**src/rtl/event_timestamper_pkg.sv**
```systemverilog
// event_timestamper_pkg: shared parameter defaults and sizing helper for the event timestamper
package event_timestamper_pkg;

    localparam int DEF_CLK_DIV  = 24;
    localparam int DEF_CNT_W    = 32;
    localparam int DEF_NUM_CH   = 2;
    localparam bit DEF_SATURATE = 1'b1;

    function automatic int presc_w(input int div);
        return (div > 1) ? $clog2(div) : 1;
    endfunction

endpackage

```
**src/rtl/event_timestamper_capture.sv**
```systemverilog
// event_timestamper_capture: one channel's timestamp register with valid/ack handshake and sticky miss
module event_timestamper_capture #(
    parameter int CNT_W = 32
) (
    input  logic             i_clk,
    input  logic             i_res,
    input  logic             i_clr,
    input  logic             i_evt,
    input  logic             i_ack,
    input  logic [CNT_W-1:0] i_cnt,
    output logic [CNT_W-1:0] o_ts,
    output logic             o_vld,
    output logic             o_miss
);

    always_ff @(posedge i_clk or posedge i_res) begin
        if (i_res) begin
            o_ts   <= '0;
            o_vld  <= 1'b0;
            o_miss <= 1'b0;
        end else begin
            // an ack in the same cycle frees the slot, so the new event is taken
            if (i_evt && (!o_vld || i_ack))
                o_ts <= i_cnt;
            if (i_evt)
                o_vld <= 1'b1;
            else if (i_ack)
                o_vld <= 1'b0;
            if (i_clr)
                o_miss <= 1'b0;
            else if (i_evt && o_vld && !i_ack)
                o_miss <= 1'b1;
        end
    end

endmodule

```
**src/rtl/event_timestamper.sv**
```systemverilog
// event_timestamper: prescaled timebase counter with per-channel event timestamp capture
module event_timestamper
    import event_timestamper_pkg::*;
#(
    parameter int CLK_DIV  = DEF_CLK_DIV,
    parameter int CNT_W    = DEF_CNT_W,
    parameter int NUM_CH   = DEF_NUM_CH,
    parameter bit SATURATE = DEF_SATURATE
) (
    input  logic                    i_clk,
    input  logic                    i_res,
    input  logic                    i_cnt_clr,
    input  logic                    i_cnt_en,
    input  logic [NUM_CH-1:0]       i_evt,
    input  logic [NUM_CH-1:0]       i_ack,
    output logic                    o_tick,
    output logic [CNT_W-1:0]        o_cnt_val,
    output logic [NUM_CH*CNT_W-1:0] o_ts_val,
    output logic [NUM_CH-1:0]       o_ts_vld,
    output logic [NUM_CH-1:0]       o_miss,
    output logic                    o_wrap
);

    localparam int            PW   = presc_w(CLK_DIV);
    localparam logic [PW-1:0] PMAX = PW'(CLK_DIV - 1);

    logic [PW-1:0] presc;
    logic          tick;

    assign tick = i_cnt_en && (presc == PMAX);

    always_ff @(posedge i_clk or posedge i_res) begin
        if (i_res) begin
            presc  <= '0;
            o_tick <= 1'b0;
        end else begin
            o_tick <= tick;
            presc  <= (i_cnt_clr || !i_cnt_en || tick) ? '0 : presc + PW'(1);
        end
    end

    always_ff @(posedge i_clk or posedge i_res) begin
        if (i_res) begin
            o_cnt_val <= '0;
            o_wrap    <= 1'b0;
        end else if (i_cnt_clr) begin
            o_cnt_val <= '0;
            o_wrap    <= 1'b0;
        end else if (tick) begin
            if (&o_cnt_val) begin
                if (!SATURATE) begin
                    o_cnt_val <= '0;
                    o_wrap    <= 1'b1;
                end
            end else begin
                o_cnt_val <= o_cnt_val + CNT_W'(1);
            end
        end
    end

    // every channel samples the pre-update count, so simultaneous events match
    for (genvar k = 0; k < NUM_CH; k++) begin : g_ch
        event_timestamper_capture #(
            .CNT_W (CNT_W)
        ) u_ch (
            .i_clk  (i_clk),
            .i_res  (i_res),
            .i_clr  (i_cnt_clr),
            .i_evt  (i_evt[k]),
            .i_ack  (i_ack[k]),
            .i_cnt  (o_cnt_val),
            .o_ts   (o_ts_val[k*CNT_W +: CNT_W]),
            .o_vld  (o_ts_vld[k]),
            .o_miss (o_miss[k])
        );
    end

endmodule

```
**config.mk**
```make
export PLATFORM = sky130hd
export DESIGN_NAME = event_timestamper
export DESIGN_NICKNAME = d
export VERILOG_FILES = /design/src/rtl/event_timestamper_pkg.sv /design/src/rtl/event_timestamper_capture.sv /design/src/rtl/event_timestamper.sv
export SDC_FILE = /design/constraint.sdc
export NUM_CORES = 1
export LEC_CHECK = 0
export CORE_ASPECT_RATIO = 0.9
export CORE_MARGIN = 2
export CORE_UTILIZATION = 25
export CTS_BUF_LIST = sky130_fd_sc_hd__clkbuf_16
export CTS_CLUSTER_DIAMETER = 50
export DETAILED_ROUTE_END_ITERATION = 12
export GPL_ROUTABILITY_DRIVEN = 0
export RECOVER_POWER = 50
export SETUP_SLACK_MARGIN = 0.3
export SYNTH_ARGS = -nofsm -noshare
export SYNTH_HDL_FRONTEND = slang
export SYNTH_SLANG_ARGS = --single-unit
```
**constraint.sdc**
```tcl
create_clock -name i_clk -period 4.1 [get_ports i_clk]
set_clock_uncertainty 0.05 [all_clocks]
set_input_delay 0.615 -clock i_clk [delete_from_list [all_inputs] [get_ports i_clk]]
set_output_delay 0.615 -clock i_clk [all_outputs]
set_load 0.005 [all_outputs]
```
==> After elaboration in Yosys (flattened, before gate mapping) <==
Cells that the tools add are included.
{ "totals": {"register_bits": 106, "out_inout_bits": 102} }
{ "op_classes": {"n_addsub": 2, "eq_ne": 2, "muxes": 12, "reduce_logical": 23} }
{ "op_table": {"columns": ["op", "count"], "rows": [
  ["$mux W32", 3],
  ["$add A32 B1 Y32 const B", 1],
  ["$reduce_and A32 Y1", 1],
  ["$reduce_bool A2 Y1", 5],
  ["$mux W1", 8],
  ["$logic_and A1 B1 Y1", 7],
  ["$add A5 B1 Y5 const B", 1],
  ["$eq A5 B5 Y1 const B", 1],
  ["$logic_not A1 Y1", 5],
  ["$mux W5", 1],
  ["$logic_or A1 B1 Y1", 4],
  ["$ne A2 B2 Y1 const B", 1],
  ["$reduce_and A2 Y1", 1]
]} }

==> Depth between registers and ports, before layout <==
{ "depth": {"ltp_word": 4, "mapped_depth": 8, "mapped_depth_nobuf": 7} }

==> Hierarchy <==
A second synthesis with hierarchy kept.
{ "unflattened": {"cells_unflattened": 385, "area_unflattened_um2": 5039.8} }
{ "modules_own_cells": {"columns": ["module", "n_inst", "cells_each", "area_each_um2", "seq_area_each_um2"], "rows": [
  ["event_timestamper_capture", 2, 76, 1433.9, 850.8],
  ["event_timestamper", 1, 233, 2172.1, 950.9]
]} }

==> Worst setup path before layout <==
No wires, ideal clock.
{ "synth_timing": {"path_kind": "register to register", "start": "reg o_cnt_val[5]", "end": "reg o_cnt_val[22]", "setup_time_ns": 0.078, "arrival_ns": 2.136, "slack_ns": 1.836, "path_stages_with_launch": 9, "path_buffers": 3, "synth_period_minus_slack_ns": 2.264, "cell_sequence": "dfrtp_1 -> buf_2 -> nand4_1 -> or2_0 -> clkbuf_1 -> or3_1 -> clkbuf_1 -> or4_1 -> a21oi_1"} }
{ "synth_via": {"elab_chain_cells": 4, "elab_cells_between_ends": 7, "cone_classes": "add/sub: 1; eq/ne: 1; mux: 3; reduce/logical: 2"} }
{ "synth_lines": {"columns": ["item", "line", "text"], "rows": [
  ["start: declaration", "event_timestamper.sv:17", "output logic [CNT_W-1:0] o_cnt_val,"],
  ["start signal: assignment", "event_timestamper.sv:56", "o_cnt_val <= o_cnt_val + CNT_W'(1);"],
  ["$add A32 B1 Y32", "event_timestamper.sv:56", null],
  ["$mux W32", "event_timestamper.sv:50", "if (&o_cnt_val) begin"],
  ["$mux W32", "event_timestamper.sv:49", "end else if (tick) begin"],
  ["$mux W32", "event_timestamper.sv:46", "end else if (i_cnt_clr) begin"]
]} }
Parallel ways exist; a longest one is shown, timed or not. The select of a mux whose other input is x is not followed.
A chain may end at the register's enable or synchronous reset.

==> Worst setup path after layout <==
{ "layout_timing": {"start": "in i_cnt_en", "end": "reg o_cnt_val[22]"} }
{ "layout_via": {"elab_chain_cells": 3} }
{ "layout_lines": {"columns": ["item", "line", "text"], "rows": [
  ["start: declaration", "event_timestamper.sv:13", "input logic i_cnt_en,"],
  ["$logic_and A1 B1 Y1", "event_timestamper.sv:30", "assign tick = i_cnt_en && (presc == PMAX);"],
  ["$reduce_bool A2 Y1 (no source line)", null, null],
  ["$reduce_and A2 Y1 (no source line)", null, null]
]} }
Every way passes these cells.

==> out/results.env <==
ASYNC_FLOP_SHARE=1.00
CRITICAL_PATH.SLOWEST_CELL='dlygate4sd3_1'
GRT_PASS1_VIAS=3363
DIE-AREA_SQ_MM=0.0194
ANTENNA-DIODE-COUNT=0
CLK_PIN_SLEW_NS=0.07
FAILED_CHECKS='max-capacitance violations, max-slew violations'
SYNTH_TOP_FLOP_CELL='dfrtp_1'
YOSYSUNIQUECELLTYPES=43
SETUP.WORST_PATH.END_CLASS='flip-flop'
SYNTH_SEQ_AREA_SHARE=0.581
CRITPATHARRIVALTIME_NS=2.91
SLEW_HEADROOM=-0.657
GRT_MAX_DEGREE=55
MET1_LENGTH_MICRONS=5530
FIN_CRIT_NS=2.68
REPORT.FINAL.HOLD_VIOL_COUNT=0
START_KIND='input port'
WORST-PATH-MAX-FANOUT=11
INITIAL_CORE_UTIL=0.257
POST_DRT_WL_PER_CELL_MICRONS=15.7
SYNTHTOLAYOUTAREAGROWTH_PCT=35.2
IR_DROP_V=0.000200
NUMCTSBUFFERS=9
CTS_SETUP_BUFFERS=0
TOPROUTINGLAYERUSED='met4'
LAYOUT_COMMONEST_CELL='dfrtp_1'
CTS.HTREE.LEVELS=3
ROUTE.MET3.WL_MICRONS=456
STATUS='finished with violations'
REQUIRED_NS=4.33
CTS_TREE='done'
GRT_ANTENNA_BEFORE_REPAIR=0
MET2_WIRELENGTH_MICRONS=5230
SETUP_VIOL_COUNT_FINAL=0
DRT_PASS1_ITERATIONS=4
SYN_AVG_CELL_AREA_SQ_UM=12.0
SYNTH.CELL_AREA_SQ_MM=0.00457
FINALMAXSLEWVIOLATIONS=53
FP-ROW-COUNT=46
WORSTHOLDPATHTYPE='reg -> reg'
CTSROOTBUFFERMASTER='clkbuf_16'
CLOCK_LATENCY_NS=0.35
GLOBALROUTETOTALUTIL=0.122
DIE_HEIGHT_MICRONS=132
CTS_MAX_PATH_BUFFERS=2
IO_PINS=110
NUMCLOCKSINKS=106
WORSTMARGINPINSLEW_NS=2.47
FMAX_MHz=373
POWERDENSITY_mW_PER_MM2=330
DRT_DRC_VIOLATIONS_LEFT=0
DIE-WIDTH_MICRONS=147
SYNTH_LARGEST_TYPE_AREA_FRACTION=0.581
MAPPEDNETLISTNETS=392
SYNTH_EDF_COUNT=0
VIAS=3315
SHARE_OF_THE_CLOCK_PERIOD_USED_BY_THE_WORST_PATH=0.653
ROUTED_WL_MICRONS=11400
LAYOUT_COMMON_CELLS='dfrtp_1 (106), clkdlybuf4s50_1 (61), mux2_2 (57), dlygate4sd3_1 (47), nand2_1 (25)'
HOLD_BUFS_AT_CTS=0
DESIGN.CORE.AREA_SQ_MM=0.0178
POST_CTS.RESIZED_INSTANCES=0
PORTBUFFERS=108
YOSYS_REGISTER_BITS=106
PLACED_CELLS_INCL_TAPS=709
VIA_PER_INST=4.57
FINAL_NETS=490
POWER_mW=2.04
CRIT_CHAIN='dlygate4sd3_1 -> and3b_1 -> nand3_1 -> or3_1 -> or4_1 -> a21oi_1'
FINAL_CORE_UTIL=0.347
POWER.STATIC_LEAKAGE_nW=2.73
YOSYS_WARNINGS=0
GRT_SETUP_UNREPAIRED='no'
CPPEAKSTAGEDELAY_NS=0.56
MAX-CAP-VIOLATIONS=1
FINALNONFILLERCELLS=725
YOSYSTOPAREACELL='dfrtp_1'
WORSTSETUPPATHTYPE='in -> reg'
SYN-INSTANCE-COUNT=382
GRT_PASS1_WL_MICRONS=18500
ANT_NETS=0
DP_HPWL_MICRONS=7900
GRT_REMAINING_OVERFLOW=0
SYNTH_AREA_LEADERS='dfrtp_1 (58%), mux2_2 (14%), a21oi_1 (2.3%)'
DRT-INITIAL-DRC-COUNT=143
FINAL_LAYOUT_SIZE_SUFFIX_GT1_FRAC=0.169
FINALSETUPTNS_NS=0
worst max-delay path: cells and delay by family:
kind | cells | cell delay (ns)
buf+inv | 1 | 0.56
simple gates | 4 | 1.58
compound gates | 1 | 0.15
layout make-up:
cell class | count | area [sq um]
clock inverters | 7 | 85.1
well taps | 240 | 300
repair buffers | 110 | 1110
flip-flops and latches | 106 | 2650
inverters | 9 | 35.0
clock buffers | 9 | 225
multi-input cells | 244 | 1770
fillers | 1761 | 11600
registers in the layout (all words and copies together), names as in the netlist:
register / cells
g_ch.u_ch.o_ts: 64
o_cnt_val: 32
presc: 5
g_ch.u_ch.o_miss: 2
g_ch.u_ch.o_vld: 2
o_tick: 1
power breakdown:
group	switching [mW]	internal, mW	total [mW]
Sequential	0.00218	1.05	1.05
Combinational	0.0535	0.0268	0.0803
Clock	0.380	0.529	0.909
Total	0.436	1.60	2.04
kinds of logic after synthesis:
kind of cell    after synthesis  share of synthesized area
simple gates                109                      0.131
flops                       106                      0.581
compound gates               63                     0.0854
mux                          58                      0.143
buf+inv                      32                     0.0329
xor+xnor                     11                     0.0211
fa+ha+maj                     2                    0.00548
other cells                   1                   0.000821
routing by layer:
metal  vias to the layer above  track usage
li1                       1565            -
met1                      1668        0.166
met2                        74        0.191
met3                         8       0.0332
met4                         0       0.0340
met5                         -            0
stage by stage:
step	hold WS (ns)	cell area (sq um)	setup slack [ns]
global route	0.439	6180	1.07
floorplan	0.380	4570	0.646
global placement	0.400	5870	1.19
finish	0.420	6180	1.42
detailed placement	0.416	5870	1.16
CTS	0.427	6180	1.53
cell usage after synthesis (3+ instances only):
library cell and instances:
nand2_1 27, a21oi_1 21, clkbuf_1 14, dfrtp_1 106, and4_1 3, o31ai_1 7, buf_4 5, a311oi_1 3
or4_1 9, mux2_2 57, buf_2 3, xnor2_1 9, or3_1 16, nand2b_1 5, nand3_1 10, nor2_1 18
a2111oi_0 3, o21ai_0 21, nand4_1 7, inv_1 9
path summary, 6_finish.rpt:
check | startpoint | endpoint | slack (ns) | cells after the start
max | i_cnt_en | o_cnt_val[22] | 1.42 | 6
min | presc[0] | presc[0] | 0.42 | 1
max reg2reg | o_cnt_val[10] | o_cnt_val[27] | 1.58 | 5
min reg2reg | presc[0] | presc[0] | 0.42 | 1
max in group asynchronous | i_res | o_cnt_val[11] | 1.54 | 2
min in group asynchronous | i_res | g_ch[0].u_ch.o_ts[29] | 1.34 | 2
No activity file was read; power rests on OpenSTA's default activity.
